## src/rtl/pe_pkg.sv

```systemverilog
// Shared definitions for the elastic processing element: opcodes and config field offsets.
package pe_pkg;

  localparam int unsigned OP_W = 3;

  typedef enum logic [OP_W-1:0] {
    OP_ADD  = 3'd0,
    OP_SUB  = 3'd1,
    OP_AND  = 3'd2,
    OP_OR   = 3'd3,
    OP_XOR  = 3'd4,
    OP_SHL  = 3'd5,
    OP_SHR  = 3'd6,
    OP_PASS = 3'd7
  } opcode_e;

  localparam int unsigned SEL_A_LSB = 0;

  // Config word layout, LSB first: sel_a | sel_b | opcode | acc_mode.
  function automatic int unsigned sel_b_lsb(input int unsigned selw);
    return selw;
  endfunction

  function automatic int unsigned opcode_lsb(input int unsigned selw);
    return 2 * selw;
  endfunction

  function automatic int unsigned acc_bit(input int unsigned selw);
    return 2 * selw + OP_W;
  endfunction

  function automatic int unsigned cfg_width(input int unsigned selw);
    return 2 * selw + OP_W + 1;
  endfunction

endpackage

```

## src/rtl/pe_out_fifo.sv

```systemverilog
// Two-entry valid/ready output FIFO; head data is driven straight from storage.
module pe_out_fifo #(
  parameter int unsigned WIDTH = 32
) (
  input  logic             clk,
  input  logic             reset,
  input  logic             push_valid,
  input  logic [WIDTH-1:0] push_data,
  output logic             push_ready,
  output logic             pop_valid,
  output logic [WIDTH-1:0] pop_data,
  input  logic             pop_ready
);

  logic [WIDTH-1:0] mem [2];
  logic             wr_ptr;
  logic             rd_ptr;
  logic [1:0]       count;
  logic             push;
  logic             pop;

  assign push_ready = (count < 2'd2);
  assign pop_valid  = (count != 2'd0);
  assign pop_data   = mem[rd_ptr];
  assign push       = push_valid && push_ready;
  assign pop        = pop_valid && pop_ready;

  always_ff @(posedge clk) begin
    if (reset) begin
      wr_ptr <= 1'b0;
      rd_ptr <= 1'b0;
      count  <= 2'd0;
    end else begin
      if (push) wr_ptr <= ~wr_ptr;
      if (pop)  rd_ptr <= ~rd_ptr;
      case ({push, pop})
        2'b10:   count <= count + 2'd1;
        2'b01:   count <= count - 2'd1;
        default: count <= count;
      endcase
    end
  end

  // Storage needs no reset: count gates visibility of stale entries.
  always_ff @(posedge clk) begin
    if (push) mem[wr_ptr] <= push_data;
  end

endmodule

```

## src/rtl/block_pe_elastic.sv

```systemverilog
// Elastic processing element: serially configured operand mux + ALU feeding a 2-entry output FIFO.
module block_pe_elastic
  import pe_pkg::*;
#(
  parameter int unsigned WIDTH  = 32,
  parameter int unsigned NUM_IN = 4
) (
  input  logic                    clk,
  input  logic                    reset,
  input  logic                    config_en,
  input  logic                    config_in,
  output logic                    config_out,
  input  logic [NUM_IN*WIDTH-1:0] in_data,
  input  logic [NUM_IN-1:0]       in_valid,
  output logic [NUM_IN-1:0]       in_ready,
  output logic [WIDTH-1:0]        out0,
  output logic                    out_valid,
  input  logic                    out_ready
);

  localparam int unsigned SELW     = $clog2(NUM_IN + 1);
  localparam int unsigned CFG_W    = cfg_width(SELW);
  localparam int unsigned SELB_LSB = sel_b_lsb(SELW);
  localparam int unsigned OP_LSB   = opcode_lsb(SELW);
  localparam int unsigned ACC_BIT  = acc_bit(SELW);
  localparam int unsigned SHW      = $clog2(WIDTH);

  logic [CFG_W-1:0] cfg;
  logic [SELW-1:0]  sel_a;
  logic [SELW-1:0]  sel_b;
  opcode_e          opcode;
  logic             acc_mode;

  logic [WIDTH-1:0] acc;
  logic [WIDTH-1:0] a_data;
  logic [WIDTH-1:0] b_data;
  logic             a_valid;
  logic             b_valid;
  logic [WIDTH-1:0] result;
  logic             fire;
  logic             push_ready;

  assign sel_a      = cfg[SEL_A_LSB +: SELW];
  assign sel_b      = cfg[SELB_LSB +: SELW];
  assign opcode     = opcode_e'(cfg[OP_LSB +: OP_W]);
  assign acc_mode   = cfg[ACC_BIT];
  assign config_out = cfg[0];

  always_ff @(posedge clk) begin
    if (reset) begin
      cfg <= '0;
    end else if (config_en) begin
      cfg <= {config_in, cfg[CFG_W-1:1]};
    end
  end

  // Operand mux: an out-of-range select yields an always-valid zero.
  always_comb begin
    a_data  = '0;
    a_valid = 1'b1;
    b_data  = '0;
    b_valid = 1'b1;
    for (int unsigned k = 0; k < NUM_IN; k++) begin
      if (SELW'(k) == sel_a) begin
        a_data  = in_data[k*WIDTH +: WIDTH];
        a_valid = in_valid[k];
      end
      if (SELW'(k) == sel_b) begin
        b_data  = in_data[k*WIDTH +: WIDTH];
        b_valid = in_valid[k];
      end
    end
    if (acc_mode) begin
      b_data  = acc;
      b_valid = 1'b1;
    end
  end

  always_comb begin
    result = a_data;
    case (opcode)
      OP_ADD:  result = a_data + b_data;
      OP_SUB:  result = a_data - b_data;
      OP_AND:  result = a_data & b_data;
      OP_OR:   result = a_data | b_data;
      OP_XOR:  result = a_data ^ b_data;
      OP_SHL:  result = a_data << b_data[SHW-1:0];
      OP_SHR:  result = a_data >> b_data[SHW-1:0];
      OP_PASS: result = a_data;
      default: result = a_data;
    endcase
  end

  assign fire = !reset && !config_en && a_valid && b_valid && push_ready;

  // A channel picked by both operands is consumed once.
  always_comb begin
    in_ready = '0;
    for (int unsigned k = 0; k < NUM_IN; k++) begin
      in_ready[k] = fire && ((SELW'(k) == sel_a) || ((SELW'(k) == sel_b) && !acc_mode));
    end
  end

  always_ff @(posedge clk) begin
    if (reset) begin
      acc <= '0;
    end else if (config_en) begin
      acc <= '0;
    end else if (fire && acc_mode) begin
      acc <= result;
    end
  end

  pe_out_fifo #(
    .WIDTH(WIDTH)
  ) u_out_fifo (
    .clk       (clk),
    .reset     (reset),
    .push_valid(fire),
    .push_data (result),
    .push_ready(push_ready),
    .pop_valid (out_valid),
    .pop_data  (out0),
    .pop_ready (out_ready)
  );

endmodule

```

## config.mk

```make
export PLATFORM = sky130hd
export DESIGN_NAME = block_pe_elastic
export DESIGN_NICKNAME = d
export VERILOG_FILES = /design/src/rtl/pe_pkg.sv /design/src/rtl/pe_out_fifo.sv /design/src/rtl/block_pe_elastic.sv
export SDC_FILE = /design/constraint.sdc
export NUM_CORES = 1
export LEC_CHECK = 0
export BUFFER_PORTS_ARGS = -buffer_cell sky130_fd_sc_hd__buf_4
export CORE_ASPECT_RATIO = 0.6
export CORE_MARGIN = 2
export CORE_UTILIZATION = 35
export CTS_BUF_LIST = sky130_fd_sc_hd__clkbuf_4 sky130_fd_sc_hd__clkbuf_8
export DETAILED_ROUTE_END_ITERATION = 7
export PLACE_DENSITY_LB_ADDON = 0.3
export SYNTH_ARGS = -nofsm -noshare
export SYNTH_HDL_FRONTEND = slang
export SYNTH_SLANG_ARGS = --single-unit
```

## constraint.sdc

```tcl
create_clock -name clk -period 7.4 [get_ports clk]
set_input_delay 0.37 -clock clk [delete_from_list [all_inputs] [get_ports clk]]
set_output_delay 0.37 -clock clk [all_outputs]
set_load 0.005 [all_outputs]
```

After elaboration in Yosys (flattened, before gate mapping)
Memory sizes are Yosys's and may differ from the RTL's. A register that Yosys moved wholly into a read port is not among the register bits. Index checks and enable logic that the tools add are counted.

Flip-flop bits (word level): 46. RAM bits: 64. Input port bits: 137. Logic and storage cells: 85. Memories kept: 1.

Memory list: u_out_fifo.mem (depth 2, bits a word 32, rd ports 1, clocked after memory_dff 1, write ports 1, RTL line pe_out_fifo.sv:15) `logic [WIDTH-1:0] mem [2];`.

Add/subtract/negate cells: 4. $lt $le $gt $ge: 1. Equality and inequality tests: 15. Shift-type cells: 2. Multiplexer cells: 24. Bitwise logic cells: 5. Reductions and logical operators: 28.

Operators by type and width (number): 2-to-1 mux 32 bit (9); one-hot mux 32 bit (8 select lines) (1); adder 32 bit (1); bitwise AND 32 bit (1); OR 32 bit (1); << shifter 32 x 5 -> 32 bit (1); >> shifter 32 x 5 -> 32 bit (1); subtractor 32 bit (1); XOR 32 bit (1); logical AND 1 bit (15); 2-to-1 mux 1 bit (13); equality test 2 x 3 -> 1 bit (first input constant) (4); equality test 3 bit (second input constant) (4); zero test 3 bit (3); equality test 1 x 3 -> 1 bit (first input constant) (2); equality test 3 x 2 -> 1 bit (second input constant) (2); logical OR 1 bit (4); one-hot mux 2 bit (2 select lines) (1); nonzero test 2 bit (2); equality test 3 x 1 -> 1 bit (second input constant) (1); zero test 1 bit (3); adder 2 x 1 -> 2 bit (second input constant) (1); equality test 2 x 1 -> 1 bit (second input constant) (1); equality test 2 bit (second input constant) (1); other kinds (4) (5).

Logic depth before layout (Yosys ltp)
Gate-level depths: netlist of the first run.

Depth after elaboration: 11. Gate-level depth with buffers: 25. Mapped depth without buffers: 20.

By module
A second synthesis of the first run with hierarchy kept.

Cells, all modules: 1734. Area total of the unflattened synthesis: 14761.7 sq um.

Modules (own cells, without submodules): block_pe_elastic (instances 1, cells an instance 1611, area each 12240.5 sq um, sequential area each 840.8 sq um); pe_out_fifo (instances 1, cells an instance 123, area each 2521.2 sq um, sequential area each 2021.9 sq um).

Worst setup path before layout of the first run
Ideal clock, no wire load.

Path kind: register to register. Start point: register cfg[4]. End point: memory u_out_fifo.mem[0][30] (data pin). Arrival time: 4.710 ns. Data required time: 7.127 ns. Path slack: 2.416 ns. Stages on the path, launching flop included: 24. Path buffers: 4. Clock period less this slack: 4.984 ns. Cell sequence: dfxtp_1 -> buf_4 -> mux2i_1 -> o22ai_2 -> nor2_2 -> buf_2 -> clkbuf_1 -> ha_1 -> nand4_1 -> or3_1 -> o31ai_1 -> xnor2_1 -> ha_1 -> clkbuf_1 -> and3_1 -> nand4_1 -> o21bai_1 -> o21ai_1 -> a31oi_1 -> o31a_1 -> o21ai_1 -> xor2_1 -> nand2_1 -> nand2_1.

Longest elaborated chain between the ends: 8. Elaborated cells on any way between the ends: 17. Classes of those cells: 2 x add/sub; 3 x eq/ne; 2 x shift; 6 x mux; 3 x bitwise; 1 x reduce/logical.

Ends and longest elaborated chain: start, declared (RTL line block_pe_elastic.sv:28) `logic [CFG_W-1:0] cfg;`; start signal, assigned (RTL line block_pe_elastic.sv:53) `cfg <= {config_in, cfg[CFG_W-1:1]};`; zero test 3 bit (RTL line block_pe_elastic.sv:68) `if (SELW'(k) == sel_b) begin`; 2-to-1 mux 32 bit (3 in series) (RTL line block_pe_elastic.sv:68); 2-to-1 mux 32 bit * (RTL line block_pe_elastic.sv:68); 2-to-1 mux 32 bit * (RTL line block_pe_elastic.sv:73) `if (acc_mode) begin`; subtractor 32 bit (tied with other cells) (RTL line block_pe_elastic.sv:83) `OP_SUB: result = a_data - b_data;`; one-hot mux 32 bit (8 select lines) * (RTL line block_pe_elastic.sv:81) `case (opcode)`; named net result[30] (RTL line block_pe_elastic.sv:39) `logic [WIDTH-1:0] result;`; end, declared (RTL line pe_out_fifo.sv:15).

Mark *: on every way through the listed nets, which the timed path passes. The rest lies on a longest branch.

Worst setup path in the final report of the first run
Start point: register cfg[9]. End point: memory u_out_fifo.mem[1][31] (data pin).

Longest elaborated chain between the ends: 3. Elaborated cells on any way between the ends: 9. Classes of those cells: 2 x add/sub; 2 x shift; 2 x mux; 3 x bitwise.

Ends and longest elaborated chain (RTL line): 2-to-1 mux 32 bit * (block_pe_elastic.sv:73); subtractor 32 bit (tied with other cells) (block_pe_elastic.sv:83); one-hot mux 32 bit (8 select lines) * (block_pe_elastic.sv:81); named net result[31] (block_pe_elastic.sv:39).

Marks and branches as above.

==> impl_metrics.json, run 1 <==
{
  "status": "complete, no violations",
  "async_reset_ff_share_pct": 0,
  "cp_max_fo": 20,
  "grt_pass1_vias": 14110,
  "hold_ws_ps": 168.7,
  "wire_per_inst_um": 31.07,
  "area_growth_pct": 14.03,
  "drt-pass1-iter-count": 5,
  "reg2reg_to": "u_out_fifo.mem[1][31]",
  "grt_first_pass_wirelength_mm": 102.5,
  "holdPathStages": 3,
  "gp_congestion": 1.049,
  "worstSetupEndpoint": "u_out_fifo.mem[1][31]",
  "layout_common_cells": "buf_4 (228), mux2i_1 (128), nor2_1 (126)",
  "ys_types": 92,
  "crit_arrival_ps": 6800,
  "reg2reg_depth": 21,
  "p_per_area_nw_per_um2": 140.2,
  "syn-num-nets": 1893,
  "dp_hpwl_mm": 57.08,
  "cts_max_level": 3,
  "clock.fmax_ghz": 0.1515,
  "cts.path.max_buffers": 2,
  "syn_inst": 1661,
  "hold_violations": 0,
  "rsz0062_at_grt": "false",
  "tightest_slew_ps": 1161,
  "synthFlopType": "edfxtp_1",
  "synth_edf_count": 64,
  "cts_tree": "built",
  "detail-route-antenna-nets": 0,
  "drt_iter0_drc": 2091,
  "antenna_cells": 0,
  "yosys_warnings": 0,
  "skew_ps": 27.69,
  "place_ws_ps": 940.3,
  "critPathRequiredTime_ps": 7590,
  "yosys_register_bits": 111,
  "cts_sinks": 111,
  "die_w_um": 263.5,
  "clkSlewWorstSetupHoldPaths_ps": 120,
  "cts_resized": 0,
  "gr-usage-all-layers_pct": 33.22,
  "cts_setup_buffers": 0,
  "rrSetupSlack_ps": 800,
  "max_stage_delay_ps": 820,
  "cts_root_buf": "clkbuf_8",
  "cap_violations": 0,
  "die_area_um2": 42090,
  "grt_overflow_total": 0,
  "path_cells": "buf_4 > inv_1 > buf_4 > o22ai_1 > a21o_1 > nand4_1 > nor2_1 > nand2_1 > nor3_2 > a41oi_1 > xnor2_1 > ha_1 > a21o_1 > a21oi_1 > o21ai_0 > a211oi_1 > a31oi_1 > o41ai_1 > xor2_1 > a21oi_1 > inv_1",
  "drv_slew": 0,
  "hold_path_class": "in2reg",
  "final_common_cell": "buf_4",
  "avgSynthCellArea_um2": 8.515,
  "drive_above_1_share_pct": 22.47,
  "end_kind": "register",
  "setup-tns-final_ps": 0,
  "worst_slack_ps": 798.0,
  "syn_area_um2": 14140,
  "slowest_stage": "dfxtp_1",
  "cts-buffers-inserted": 9,
  "clk_latency_ps": 460,
  "cts_hold_buf": 0,
  "ioPinCount": 175,
  "die_y_um": 159.7,
  "initial_core_util_pct": 35.85,
  "vias": 15040,
  "irDropWorstVdd_v": 0.0001050,
  "nets": 2004,
  "drc_errors": 0,
  "path_class": "reg2reg",
  "layout_min_cycle_time_ps": 6602,
  "crit_path_start_kind": "register",
  "power_leakage_nw": 6.695,
  "ys_seq_area_share_pct": 20.24,
  "wirelength_mm": 71.40,
  "startpoint": "cfg[9]",
  "grt_start_max_net_pins": 52,
  "portBuffers": 174,
  "fp-row-count": 56,
  "timing.final.crit_share_pct": 89.22,
  "relSlewSlack_pct": 22.59,
  "via_per_inst": 6.546,
  "antenna_found_initial": 4,
  "regToRegStartpoint": "cfg[9]",
  "setup_viol_count_final": 0,
  "core_area_um2": 39450
}
==> how the worst min path moves through the flow <==
stage	startpoint	to	slack, ps
after detailed placement	acc[18]	acc[18]	460
after global routing	config_in	cfg[9]	170
after global placement	acc[20]	acc[20]	450
after floorplan	acc[13]	acc[13]	430
after CTS	config_in	cfg[9]	150
final	config_in	cfg[9]	170
==> critical path: cells and delay by family, from the launching register on <==
kind                       cells  cell delay, ps
DFF                            1             820
and+or+nand+nor                4            1490
xor gates and xnor gates       2             400
AOI/OAI and AO/OA             10            2220
buffers and inverters          4            1050
adders and majority gates      1             360
==> metrics by stage <==
step	instance area, um2	instances	utilization [%]	total power [W]
after global routing	16130	2298	40.88	0.002346
after floorplan	14140	1661	-	0.001373
after global placement	15920	2282	40.36	0.001814
after CTS	16120	2297	40.87	0.002228
after detailed placement	15920	2282	40.36	0.001817
final	16130	2298	40.88	0.002261
==> cell type report <==
| type | instances | area, um2 |
|---|---|---|
| Fill cell | 4000 | 23320 |
| Multi-Input combinational cell | 1334 | 10360 |
| Sequential cell | 111 | 2865 |
| Timing Repair Buffer | 229 | 1719 |
| Tap cell | 522 | 653.1 |
| Inverter | 87 | 327.8 |
| Clock buffer | 11 | 145.1 |
| Clock inverter | 4 | 55.05 |
==> report_power, final <==
group / internal, W / switching, W / leakage [nW]
Clock: 0.000169 / 0.000238 / 0.0994
Sequential: 0.000697 / 0.00000935 / 0.959
Combinational: 0.000406 / 0.000741 / 5.64
==> state kept, by name (all words and copies together), names as in the netlist, named ones only <==
register and count:
u_out_fifo.rd_ptr 1, u_out_fifo.mem 64, u_out_fifo.count 2, cfg 10, acc 32, u_out_fifo.wr_ptr 1
==> cells in the mapped netlist (all sizes together), types with 7 or more instances <==
| cell | count | area [um2] |
|---|---|---|
| a21o | 35 | 262.8 |
| and3 | 11 | 68.82 |
| ha | 94 | 1176 |
| clkbuf | 69 | 262.8 |
| nor2 | 132 | 510.5 |
| o211ai | 15 | 112.6 |
| mux2 | 66 | 743.2 |
| o21ba | 8 | 80.08 |
| a22o | 13 | 113.9 |
| inv | 85 | 319.1 |
| a22oi | 36 | 270.3 |
| a221oi | 9 | 108.9 |
| xnor2 | 48 | 420.4 |
| or3 | 7 | 43.79 |
| a31oi | 17 | 106.4 |
| xor2 | 16 | 140.1 |
| o31ai | 9 | 67.56 |
| o2111ai | 8 | 70.07 |
| mux4 | 35 | 788.3 |
| o221a | 15 | 168.9 |
| a222oi | 8 | 80.08 |
| dfxtp | 47 | 940.9 |
| nand2 | 116 | 437.9 |
| mux2i | 129 | 1295 |
| nand3 | 29 | 145.1 |
| a21oi | 79 | 414.2 |
| edfxtp | 64 | 1922 |
| nand4 | 13 | 81.33 |
| nor2b | 9 | 56.30 |
| a2bb2oi | 10 | 87.58 |
| a211oi | 26 | 195.2 |
| o221ai | 41 | 365.3 |
| o22ai | 44 | 281.5 |
| buf | 60 | 362.9 |
| nor3 | 24 | 125.1 |
| o21ai | 114 | 570.6 |
| nand2b | 40 | 257.8 |
==> per-layer routing <==
metal / global-route usage, % / wire [um] / vias up
met5: 0 / 27 / -
met4: 11.38 / 2746 / 4
met3: 9.869 / 7842 / 139
met2: 45.06 / 27650 / 832
met1: 49.07 / 33130 / 7532
li1: - / - / 6535
==> cells by family (layout without fill, tap and decap cells) <==
group / Yosys count / count (layout) / synth area share, %
DFF: 111 / 111 / 20.24
xor gates and xnor gates: 64 / 64 / 3.963
adders and majority gates: 97 / 97 / 8.599
buffers and inverters: 216 / 331 / 6.741
and+or+nand+nor: 399 / 399 / 13.19
AOI/OAI and AO/OA: 544 / 544 / 27.28
muxes: 230 / 230 / 19.98
Power figures use the tool's default switching activity.
==> inputs of run 2 (changes only) <==
==> constraint.sdc (replaced) <==
create_clock -name clk -period 6.9 [get_ports clk]
set_input_delay 0.345 -clock clk [delete_from_list [all_inputs] [get_ports clk]]
set_output_delay 0.345 -clock clk [all_outputs]
set_load 0.005 [all_outputs]
==> run 2 against run 1 <==
The flow now finishes with violations (slew limit). Wire length is 5.0% higher. Non-clock buffer count stayed put. Final cell count hardly changed. Clock skew is 5.1 ps lower. Critical path type unchanged. Critical endpoint is now acc[27].
==> impl_metrics.json, run 2 (synthesis gave the netlist of run 1 again) <==
{
  "cp_max_fo": 16,
  "grt_pass1_vias": 14190,
  "min_to": "cfg[9]",
  "via_per_inst": 6.582,
  "finalCoreUtilization_pct": 40.94,
  "skew_ps": 22.57,
  "regToRegStartpoint": "cfg[3]",
  "detail-route-antenna-nets": 0,
  "use_met3_pct": 9.175,
  "wire_per_inst_um": 32.61,
  "drt-pass1-iter-count": 6,
  "dp_hpwl_mm": 59.39,
  "die_area_um2": 42090,
  "holdPathStages": 3,
  "fillers": 4060,
  "layout_common_cells": "buf_4 (229), mux2i_1 (128), nor2_1 (126)",
  "initial_core_util_pct": 35.85,
  "grt_start_max_net_pins": 44,
  "cap_violations": 0,
  "cts_setup_buffers": 0,
  "tightest_slew_ps": 1502,
  "largest_reg_flops": 64,
  "cts_sinks": 111,
  "setup-tns-final_ps": 0,
  "violations": "slew limit",
  "timing.final.crit_share_pct": 96.10,
  "reg2reg_depth": 19,
  "path_class": "reg2reg",
  "grt_overflow_total": 0,
  "hold_violations": 0,
  "rsz0062_at_grt": "false",
  "cts_root_buf": "clkbuf_8",
  "largest_register": "u_out_fifo.mem",
  "crit_path_start_kind": "register",
  "die_y_um": 159.7,
  "drive_above_1_share_pct": 22.51,
  "cts_hold_buf": 0,
  "gr-usage-all-layers_pct": 34.91,
  "setup_viol_count_final": 0,
  "relSlewSlack_pct": -0.1064,
  "crit_arrival_ps": 6980,
  "cts_tree": "built",
  "drv_slew": 4,
  "gp_congestion": 1.025,
  "cts-buffers-inserted": 9,
  "critPathRequiredTime_ps": 7250,
  "postLayoutCellArea_um2": 16150,
  "core_area_um2": 39450,
  "drc_errors": 0,
  "rrSetupSlack_ps": 270,
  "drt_iter0_drc": 2053,
  "largestRegisters": "u_out_fifo.mem x64, acc x32, cfg x10",
  "gr-usage-met1_pct": 51.16,
  "antenna_found_initial": 4,
  "cts_resized": 0,
  "layout_min_cycle_time_ps": 6631,
  "nets": 2004,
  "portBuffers": 174,
  "min-delay-start": "config_in",
  "hold_path_class": "in2reg",
  "busiest_layer": "met1",
  "irDropWorstVdd_v": 0.0001120,
  "final_common_cell": "buf_4",
  "clk_latency_ps": 450,
  "clock.fmax_ghz": 0.1508,
  "die_w_um": 263.5,
  "power_leakage_nw": 6.707,
  "status": "complete, but fails checks",
  "p_per_area_nw_per_um2": 152.8,
  "vias": 15140,
  "wirelength_mm": 75.00,
  "met2_usage_pct": 49.93,
  "postPlaceCellArea_um2": 15930,
  "clkSlewWorstSetupHoldPaths_ps": 140,
  "reg2reg_to": "acc[27]",
  "cts_max_level": 3,
  "end_kind": "register",
  "fp-row-count": 56,
  "area_growth_pct": 14.17,
  "ioPinCount": 175,
  "cts.path.max_buffers": 2,
  "grt_first_pass_wirelength_mm": 106.6
}
## run 2: layout make-up
type                       count  area, um2  share of cell area (%)
multi-input combinational   1334      10360                   64.17
sequential                   111       2865                   17.74
timing repair buffer         229       1719                   10.65
tap                          522      653.1                   4.045
inverter                      87      327.8                   2.030
clock buffer                   9      123.9                  0.7671
clock inverter                 7      93.84                  0.5811
antenna                        1      2.502                 0.01550
## run 2: worst max path at each step
stage | end | startpoint | slack (ps)
3_5_place_dp | acc[24] | cfg[4] | 750
5_1_grt | acc[27] | cfg[3] | 100
6_report | acc[27] | cfg[3] | 270
2_1_floorplan | u_out_fifo.mem[0][30] | cfg[4] | 1920
3_3_place_gp | acc[27] | cfg[3] | 760
4_1_cts | acc[24] | cfg[4] | 700
## run 2: worst max-delay path, stage by stage (launching register included)
cell and delay (ps):
dfxtp_1 730, nand2b_1 470, o221ai_1 330, a21o_1 260, nand4_1 240, nor2_1 680, nand2_1 190, nor3_2 630
a21oi_1 180, xnor2_1 170, ha_1 400, nand3_1 300, nor2_1 70, o21ai_1 500, nand3_1 150, a21oi_1 330
o21ai_0 160, xor2_1 160, a211o_1 350, o21ba_1 190
## run 2: layer usage
layer  up-vias  part of all wire [%]
met4         4                   3.1
met5         -                 0.044
met2       885                    41
met3       114                    10
li1       6546                     -
met1      7589                    46
## run 2: power breakdown
group / internal, W / switching [W] / leakage [nW]
Sequential: 0.000748 / 0.0000102 / 0.959
Combinational: 0.000441 / 0.000815 / 5.64
Clock: 0.000149 / 0.000303 / 0.107
## run 2: stage by stage
stage	std cells	total power (W)	setup slack [ps]	hold WS (ps)
2_1_floorplan	1661	0.001472	1916	433.9
3_3_place_gp	2283	0.001983	765.0	449.1
3_5_place_dp	2283	0.001975	749.5	453.0
4_1_cts	2299	0.002430	695.5	115.9
5_1_grt	2299	0.002555	101.6	120.3
6_report	2300	0.002467	269.1	136.5
==> inputs of run 3 (changes only) <==
--- a/config.mk
+++ b/config.mk
@@ -12,6 +12,8 @@
 export CTS_BUF_LIST = sky130_fd_sc_hd__clkbuf_4 sky130_fd_sc_hd__clkbuf_8
 export DETAILED_ROUTE_END_ITERATION = 7
 export PLACE_DENSITY_LB_ADDON = 0.3
+export RECOVER_POWER = 100
+export SETUP_SLACK_MARGIN = 0.05
 export SYNTH_ARGS = -nofsm -noshare
 export SYNTH_HDL_FRONTEND = slang
 export SYNTH_SLANG_ARGS = --single-unit
==> run 3 against run 2 <==
The run ends with capacitance limit, slew limit left. Flip-flop and latch count unchanged. Final cell count about the same. Via count down 0.69%. Critical path depth decreased by 1. Total power is 0.54% lower. Setup slack got worse by 59 ps. Maximum frequency down 0.88%. Largest cell class unchanged.
==> impl_metrics.json, run 3 (synthesis gave the netlist of run 1 again) <==
{
  "timing.critical_path.buf_inv": 1,
  "area_growth_pct": 13.55,
  "hold_violations": 0,
  "cts_hold_buf": 0,
  "end_kind": "register",
  "cts_resized": 0,
  "path_depth": 18,
  "use_met3_pct": 9.175,
  "p_sw_w": 0.001124,
  "drive_above_1_share_pct": 21.05,
  "seq_power_share_pct": 30.9,
  "cts-buffers-inserted": 9,
  "largestRegisters": "u_out_fifo.mem x64, acc x32, cfg x10",
  "switching_share_pct": 45.83,
  "largest_register": "u_out_fifo.mem",
  "cts.path.max_buffers": 2,
  "die_area_um2": 42090,
  "p_comb_share_pct": 50.7,
  "critPathTopFamily": "compound AO/OA/AOI/OAI gates",
  "drt_iter0_drc": 2045,
  "power.internal_w": 0.001329,
  "nets": 2004,
  "met2_usage_pct": 49.93,
  "largest_reg_flops": 64,
  "portBuffers": 174,
  "relSlewSlack_pct": -26.64,
  "regToRegStartpoint": "cfg[4]",
  "clkPwrFrac_pct": 18.4,
  "drv_slew": 155,
  "rsz0062_at_grt": "false",
  "p_total_w": 0.002454,
  "timing.final.crit_share_pct": 96.95,
  "cts_root_buf": "clkbuf_8",
  "rrSetupSlack_ps": 210,
  "hold_path_class": "in2reg",
  "clkSlewWorstSetupHoldPaths_ps": 140,
  "setup_viol_count_final": 0,
  "grt_overflow_total": 0,
  "die_w_um": 263.5,
  "crit_path_start_kind": "register",
  "ioPinCount": 175,
  "slowest_stage": "nor4_1",
  "grt_first_pass_wirelength_mm": 106.6,
  "reg2reg_to": "acc[26]",
  "hold_ws_ps": 129.2,
  "wire_per_inst_um": 32.51,
  "grt_pass1_vias": 14190,
  "path_class": "reg2reg",
  "cts_sinks": 111,
  "layout_min_cycle_time_ps": 6690,
  "gr-usage-met1_pct": 51.16,
  "reg2reg_depth": 18,
  "gr-usage-all-layers_pct": 34.91,
  "via_per_inst": 6.531,
  "skew_ps": 27.37,
  "max_stage_delay_ps": 930,
  "violations": "capacitance limit, slew limit",
  "detail-route-antenna-nets": 0,
  "dp_cells": 2283,
  "crit_arrival_ps": 7030,
  "status": "complete, but fails checks",
  "drc_errors": 0,
  "fp-row-count": 56,
  "power_leakage_nw": 6.627,
  "cap_violations": 5,
  "worst_slack_ps": 210.5,
  "dp_hpwl_mm": 59.39,
  "fin_cells": 2302,
  "cts_max_level": 3,
  "cp_max_fo": 32,
  "core_area_um2": 39450,
  "clock.fmax_ghz": 0.1495,
  "clk_latency_ps": 460,
  "setup-tns-final_ps": 0,
  "startpoint": "cfg[4]",
  "drt-pass1-iter-count": 8,
  "busiest_layer": "met1",
  "tightest_slew_ps": 1900,
  "p_per_area_nw_per_um2": 152.8,
  "gp_congestion": 1.025,
  "worstSetupEndpoint": "acc[26]",
  "layout_common_cells": "buf_4 (186), mux2i_1 (128), nor2_1 (127)",
  "place_ws_ps": 749.5,
  "vias": 15030,
  "path_cells": "nand2b_1 > a221oi_1 > a221oi_4 > nand2_1 > nor4_1 > and2_1 > a21oi_1 > xnor2_1 > ha_1 > nand4_1 > o21bai_1 > o21ai_0 > buf_4 > a31oi_1 > o31a_1 > xnor2_1 > o221ai_1 > o21ba_1",
  "cts_tree": "built",
  "path_common_cell": "xnor2_1",
  "critPathRequiredTime_ps": 7240,
  "initial_core_util_pct": 35.85,
  "wirelength_mm": 74.83,
  "die_y_um": 159.7,
  "cts_setup_buffers": 0,
  "irDropWorstVdd_v": 0.0001119,
  "grt_start_max_net_pins": 44,
  "antenna_found_initial": 4,
  "final_common_cell": "buf_4"
}
run 3: changes by cell type in the layout (fill, tap and decap cells not counted), sizes merged:
cell	before	now
clkbuf	9	52
diode	1	3
buf	229	186
run 3: how the worst min path moves through the flow:
stage          startpoint       to  depth (start not counted)
6_report        config_in   cfg[9]                          3
2_1_floorplan     acc[13]  acc[13]                          2
3_5_place_dp      acc[18]  acc[18]                          2
5_1_grt         config_in   cfg[9]                          3
4_1_cts         config_in   cfg[9]                          3
3_3_place_gp      acc[18]  acc[18]                          2
run 3: stage by stage:
step / utilization, % / cell area [um2]
after global placement: 40.38 / 15930
after global routing: 40.69 / 16050
after floorplan: - / 14140
final: 40.71 / 16060
after CTS: 40.93 / 16150
after detailed placement: 40.38 / 15930
run 3: per-layer routing:
metal | vias to the layer above | share of wire [%] | wire length, um
li1 | 6555 | - | -
met2 | 894 | 40 | 30300
met5 | - | 0.044 | 33
met4 | 4 | 3.2 | 2385
met1 | 7462 | 45 | 33850
met3 | 119 | 11 | 8260
run 3: final cells by class:
type,count,area (um2)
Antenna cell,3,7.507
Clock buffer,9,123.9
Clock inverter,7,93.84
Fill cell,4091,23390
Inverter,87,327.8
Multi-Input combinational cell,1334,10340
Sequential cell,111,2864
Tap cell,522,653.1
Timing Repair Buffer,229,1649
run 3: power groups by stage:
stage	logic, W	clock network, W	registers (W)
2_1_floorplan	0.000706	0	0.000766
3_3_place_gp	0.00121	0	0.000772
3_5_place_dp	0.00120	0	0.000773
4_1_cts	0.00121	0.000462	0.000758
5_1_grt	0.00130	0.000480	0.000760
6_report	0.00124	0.000452	0.000758
run 3: worst register-to-register path, delay by kind of cell, from the launching register on:
| family | cells | cell delay (ps) |
|---|---|---|
| simple gates | 5 | 2070 |
| xor+xnor | 2 | 400 |
| flops | 1 | 810 |
| buf+inv | 1 | 220 |
| fa+ha+maj | 1 | 540 |
| compound gates | 9 | 2530 |
